File: config.mk
export PLATFORM = sky130hd
export DESIGN_NAME = memory_arbiter
export DESIGN_NICKNAME = d
export VERILOG_FILES = /design/src/rtl/rv32ima_pkg.sv /design/src/rtl/memory_arbiter.sv
export SDC_FILE = /design/constraint.sdc
export NUM_CORES = 1
export LEC_CHECK = 0
export ABC_AREA = 1
export ABC_CLOCK_PERIOD_IN_PS = 6200
export CAP_MARGIN = 20
export CORE_AREA = 2 2 104 106
export CTS_CLUSTER_SIZE = 25
export DETAILED_ROUTE_END_ITERATION = 10
export DIE_AREA = 0 0 106 108
export DONT_BUFFER_PORTS = 1
export GPL_ROUTABILITY_DRIVEN = 0
export SYNTH_ARGS = -nofsm -noshare
export SYNTH_HDL_FRONTEND = slang
export SYNTH_SLANG_ARGS = --single-unit
File: constraint.sdc
create_clock -name clk -period 6.2 [get_ports clk]
set_input_delay 1.24 -clock clk [delete_from_list [all_inputs] [get_ports clk]]
set_output_delay 1.24 -clock clk [all_outputs]
set_load 0.005 [all_outputs]
File: src/rtl/rv32ima_pkg.sv
// Shared core types: word, load/store width codes, arbiter state.
package rv32ima_pkg;

    typedef logic [31:0] word_t;

    localparam int LDST_WIDTH_W = 2;

    localparam logic [LDST_WIDTH_W-1:0] LDST_BYTE = 2'd0;
    localparam logic [LDST_WIDTH_W-1:0] LDST_HALF = 2'd1;
    localparam logic [LDST_WIDTH_W-1:0] LDST_WORD = 2'd2;

    typedef enum logic [1:0] {
        ARB_IDLE,
        ARB_IBUSY,
        ARB_DBUSY
    } arb_state_t;

    typedef struct packed {
        logic                    wr;
        word_t                   addr;
        word_t                   store;
        logic [LDST_WIDTH_W-1:0] width;
    } arb_req_t;

    function automatic arb_req_t fetch_req(input word_t addr);
        arb_req_t r;
        r.wr    = 1'b0;
        r.addr  = addr;
        r.store = '0;
        r.width = LDST_WORD;
        return r;
    endfunction

endpackage

File: src/rtl/memory_arbiter.sv
// Fetch/data arbiter onto one memory port; data has priority.
// Define MEM_ARB_FAIRNESS_EN to alternate grants when both ports request.
module memory_arbiter
    import rv32ima_pkg::*;
(
    input  logic                    clk,
    input  logic                    nrst,
    input  logic                    iren,
    input  word_t                   iaddr,
    output word_t                   idata,
    output logic                    ihit,
    input  logic                    dren,
    input  logic                    dwen,
    input  word_t                   daddr,
    input  word_t                   dstore,
    input  logic [LDST_WIDTH_W-1:0] dwidth,
    output word_t                   dload,
    output logic                    dhit,
    output logic                    mem_ren,
    output logic                    mem_wen,
    output word_t                   mem_addr,
    output word_t                   mem_store,
    output logic [LDST_WIDTH_W-1:0] mem_width,
    input  word_t                   mem_load,
    input  logic                    mem_ready
);

    arb_state_t state;
    arb_req_t   req;
    logic       dreq;
    logic       dgrant;

    assign dreq = dren | dwen;

`ifdef MEM_ARB_FAIRNESS_EN
    logic last_was_data;
    assign dgrant = dreq & ~(iren & last_was_data);
`else
    assign dgrant = dreq;
`endif

    always_ff @(posedge clk or posedge nrst) begin
        if (nrst) begin
            state <= ARB_IDLE;
            req   <= '0;
`ifdef MEM_ARB_FAIRNESS_EN
            last_was_data <= 1'b0;
`endif
        end else begin
            unique case (state)
                ARB_IDLE: begin
                    if (dgrant) begin
                        req.wr    <= dwen;
                        req.addr  <= daddr;
                        req.store <= dstore;
                        req.width <= dwidth;
                        state     <= ARB_DBUSY;
`ifdef MEM_ARB_FAIRNESS_EN
                        last_was_data <= 1'b1;
`endif
                    end else if (iren) begin
                        req   <= fetch_req(iaddr);
                        state <= ARB_IBUSY;
`ifdef MEM_ARB_FAIRNESS_EN
                        last_was_data <= 1'b0;
`endif
                    end
                end
                ARB_IBUSY, ARB_DBUSY: begin
                    if (mem_ready) state <= ARB_IDLE;
                end
                default: state <= ARB_IDLE;
            endcase
        end
    end

    // Memory bus sees only latched request state, never live inputs.
    always_comb begin
        mem_ren   = (state == ARB_IBUSY) |
                    ((state == ARB_DBUSY) & ~req.wr);
        mem_wen   = (state == ARB_DBUSY) & req.wr;
        mem_addr  = req.addr;
        mem_store = req.store;
        mem_width = req.width;
        ihit      = (state == ARB_IBUSY) & mem_ready;
        dhit      = (state == ARB_DBUSY) & mem_ready;
        idata     = ihit ? mem_load : '0;
        dload     = dhit ? mem_load : '0;
    end

endmodule

Word level (Yosys, flattened, before mapping)
Index checks and enable logic that the tools add are counted.
{"block": "totals", "ff_bits": 69, "latch_bits": 0, "ram_bits": 0, "mem_bits_ro": 0, "inputBits": 136, "output_inout_bits": 134, "word_cells": 29, "n_memories": 0}
{"block": "op_classes", "addsub": 0, "n_mul": 0, "div": 0, "order_cmp": 0, "n_eq_ne": 4, "shift": 0, "muxes": 8, "n_bitwise": 7, "n_reduce_logical": 5}
{"op": "two-way mux 67 bit", "n": 2}
{"op": "two-way mux 32 bit", "n": 2}
{"op": "two-way mux 2 bit", "n": 3}
{"op": "bitwise AND 1 bit", "n": 4}
{"op": "one-hot mux 2 bit (2 select lines)", "n": 1}
{"op": "AND reduction 2 bit", "n": 2}
{"op": "inequality test 3 bit (second input constant)", "n": 1}
{"op": "== test 2 x 1 -> 1 bit (second input constant)", "n": 1}
{"op": "== test 2 bit (second input constant)", "n": 1}
{"op": "zero test 2 bit", "n": 1}
{"op": "inequality test 2 bit (second input constant)", "n": 1}
{"op": "bitwise OR 1 bit", "n": 2}
{"op": "nonzero test 2 bit", "n": 1}
{"op": "OR reduction 2 bit", "n": 1}
{"op": "inverter 1 bit", "n": 1}

Depth between registers and ports, before layout
{"block": "depth", "word_depth": 4, "ltp_mapped": 7, "ltp_nobuf": 6}

Worst setup path after synthesis
Ideal clock, no wire load.
{"block": "synth_path", "path_type": "input to output", "start": "input mem_ready", "end": "output ihit", "arrival_time_ns": 1.725, "required_time_ns": 4.960, "slack_ns": 3.235, "cell_stages": 3, "path_buffers": 1, "path_cell_list": "nand2_1 clkbuf_1 inv_1"}
{"block": "synth_via", "elab_chain_cells": 1}
{"element": "start: declaration", "line_no": "memory_arbiter.sv:25", "source": "input logic mem_ready"}
{"element": "bitwise AND 1 bit", "line_no": "memory_arbiter.sv:85", "source": "ihit = (state == ARB_IBUSY) & mem_ready;"}
{"element": "end: declaration", "line_no": "memory_arbiter.sv:11", "source": "output logic ihit,"}
Every way passes these cells.

Final worst setup path
{"block": "layout_path", "start": "input mem_ready", "end": "output idata[25]"}
{"block": "layout_via", "elab_chain_cells": 2}
{"element": "bitwise AND 1 bit", "line_no": "memory_arbiter.sv:85"}
{"element": "two-way mux 32 bit", "line_no": "memory_arbiter.sv:87", "source": "idata = ihit ? mem_load : '0;"}
{"element": "end: declaration", "line_no": "memory_arbiter.sv:10", "source": "output word_t idata,"}
Every way passes these cells.

==> flow_metrics.py <==
metrics = {
    "global_route": {
        "grt_pass1_vias": 2552,
        "grt.overflow.total": 0,
        "track_usage_pct": 15.4,
        "antenna_found_initial": 0,
        "grt_pass1_wl_um": 13500,
        "grt_max_degree": 69,
    },
    "critical_path": {
        "r2r-start": "state[0]",
        "arrival_ps": 2160,
        "cp-start-kind": "input port",
        "critical-path-top-delay-family": "simple AND/OR/NAND/NOR gates",
        "rr_worst_depth": 5,
        "cp.required_ps": 4960,
        "path_class": "input port to output port",
        "slowest_stage": "nand2_1",
        "worstSetupEndpointType": "output port",
        "rrSetupSlack_ps": 4520,
        "path_buf_inv": 0,
        "cpPeakStageDelay_ps": 540,
        "crit_path_max_fanout": 33,
        "timing.rr.end": "mem_width[1]",
        "path_cells": "nand2_1 -> nor2_1",
    },
    "job": {
        "maxCapViolCount": 0,
    },
    "placement": {
        "dp_cells": 634,
        "detailed_place_hpwl_um": 7100,
        "port_buffers": 0,
    },
    "cts": {
        "clock_latency_ps": 330,
        "htree_levels": 3,
        "cts_setup_buffers": 0,
        "cts_tree": "built",
        "cts_buffers": 9,
        "cts_resized": 0,
        "holdBufCountCts": 0,
        "clk_pin_slew_ps": 70,
        "cts.sinks": 69,
        "cts-root-buf": "clkbuf_8",
        "cts_max_path_buffers": 2,
    },
    "die": {
        "io-pin-count": 270,
        "die-area_sq_mm": 0.0114,
        "die_height_um": 108,
        "rows": 37,
        "coreArea_sq_mm": 0.0102,
        "fp.dieW_um": 106,
        "start_util_pct": 39.2,
    },
    "layout": {
        "final_cells": 650,
        "nets": 648,
        "area_growth_syn_to_layout_pct": -6.18,
        "n_antenna_cell": 0,
        "drive_gt1_share_pct": 4.47,
    },
    "hold_path": {
        "min-delay-start": "mem_store[30]",
        "hold_end": "mem_store[30]",
        "hold-path-cell-count": 2,
        "min_path_type": "flip-flop to flip-flop",
    },
    "synth": {
        "syn-cell-area_sq_mm": 0.00401,
        "ys_ff_latch": 69,
        "synth.area.top_cells": "dfrtp_1 (43%), nand2_1 (29%), buf_4 (12%)",
        "synth_edf_count": 0,
        "synth_warnings": 0,
        "yosysTopAreaCell": "dfrtp_1",
        "syn-instance-count": 586,
        "synth_nets": 725,
        "ys_seq_area_share_pct": 43.1,
        "syn_avg_cell_area_sq_um": 6.84,
        "synthFlopType": "dfrtp_1",
        "synthDistinctLibCells": 17,
        "synth-async-reset-ratio_pct": 100,
        "synth_top_area_share_pct": 43.1,
        "synth.top_cells.by_count": "nand2_1 (305), dfrtp_1 (69), buf_4 (66)",
        "synth_most_common_cell": "nand2_1",
    },
    "drt": {
        "wl_per_cell_um": 14.6,
        "vias": 3029,
        "firstDrtPassIters": 5,
        "drc": 0,
        "ant_nets": 0,
        "vias_per_cell": 4.66,
        "finalWirelength_um": 9520,
        "drtIter0Drc": 176,
    },
    "power_and_ir_drop": {
        "p_switching_mw": 0.695,
        "power_mw": 1.69,
        "power_frac_comb_pct": 29.1,
        "power.internal_mw": 0.996,
        "p_leak_nw": 2.26,
        "ir_drop_uv": 125,
        "sw_frac_of_total_pct": 41.1,
        "powerDensity_mw_per_mm2": 450,
        "seqPwrFrac_pct": 50.0,
        "p_clk_share_pct": 20.9,
    },
    "timing": {
        "slew_violations": 0,
        "rsz0062_at_grt": "no",
        "hold_slack_ps": 504,
        "max_freq_mhz": 294,
        "period_needed_ps": 3400,
        "setup_tns_ps": 0,
        "hold_viol_final": 0,
        "finalSetupViolCount": 0,
        "finClkSkew_ps": 7.13,
        "period_share_pct": 54.9,
        "tightest_slew_ps": 1080,
        "maxSlewHeadroom_pct": 27.8,
    },
    "outcome": {
        "status": "finished clean",
    },
}
[worst max path at each step]
stage | startpoint | end | depth (start not counted)
3_5_place_dp | mem_ready | idata[25] | 2
6_report | mem_ready | idata[25] | 2
2_1_floorplan | nrst | mem_addr[0] | 1
3_3_place_gp | mem_ready | dload[28] | 2
4_1_cts | mem_ready | idata[25] | 2
5_1_grt | mem_ready | idata[23] | 2
[stage by stage]
| step | worst slack, ps | area (sq um) | utilization (%) |
|---|---|---|---|
| global route | 2740 | 3760 | 36.7 |
| detailed placement | 2860 | 3570 | 34.9 |
| global placement | 2920 | 3570 | 34.9 |
| CTS | 2850 | 3760 | 36.7 |
| finish | 2800 | 3760 | 36.7 |
| floorplan | 3220 | 4010 | - |
[power by group through the flow]
stage / sequential, mW / combinational [mW] / clock [mW]
CTS: 0.849 / 0.504 / 0.373
detailed placement: 0.853 / 0.507 / 0
global route: 0.874 / 0.581 / 0.394
global placement: 0.852 / 0.483 / 0
floorplan: 0.756 / 0.742 / 0
finish: 0.846 / 0.492 / 0.353
[placed cells by master, fill, tap and decap left out, drive strengths merged, types with 2 or more instances in the layout]
| cell | Yosys | final |
|---|---|---|
| nand2 | 306 | 306 |
| clkinv | 0 | 3 |
| inv | 45 | 45 |
| ha | 3 | 3 |
| buf | 85 | 3 |
| clkinvlp | 0 | 2 |
| nor2 | 67 | 67 |
| clkbuf | 6 | 10 |
| o21ai | 2 | 2 |
| dfrtp | 69 | 69 |
[sequential cells by signal (all words and copies together), names as in the netlist]
name,cells
mem_addr,32
mem_store,32
mem_width,2
req,1
state,2
[layer usage]
| layer | vias up | global-route usage [%] | share of wire, % |
|---|---|---|---|
| met5 | - | 0 | 0 |
| met4 | 0 | 5.92 | 1.1 |
| met3 | 9 | 4.40 | 9.3 |
| met2 | 173 | 21.9 | 44 |
| met1 | 1357 | 22.1 | 45 |
| li1 | 1490 | - | - |
[kinds of logic (layout without fill, tap and decap cells)]
logic type / after synthesis / in the layout / synth area share [%]
simple gates: 375 / 375 / 35.5
fa+ha+maj: 3 / 3 / 0.937
flops: 69 / 69 / 43.1
compound gates: 3 / 3 / 0.437
buf+inv: 136 / 64 / 20.0
[cell type report]
cell class	instances	area, sq um
clock buffers	10	128
clock inverters	6	63.8
fillers	1119	6470
inverters	45	169
multi-input cells	381	1480
flip-flops and latches	69	1730
well taps	136	170
repair buffers	3	22.5
[worst register-to-register path, stage by stage (launching register included)]
cell     delay (ps)
dfrtp_1         380
inv_1            70
ha_1            250
nand2_2         100
buf_4           550
o21ai_0         210
(Power assumes the default switching activity.)
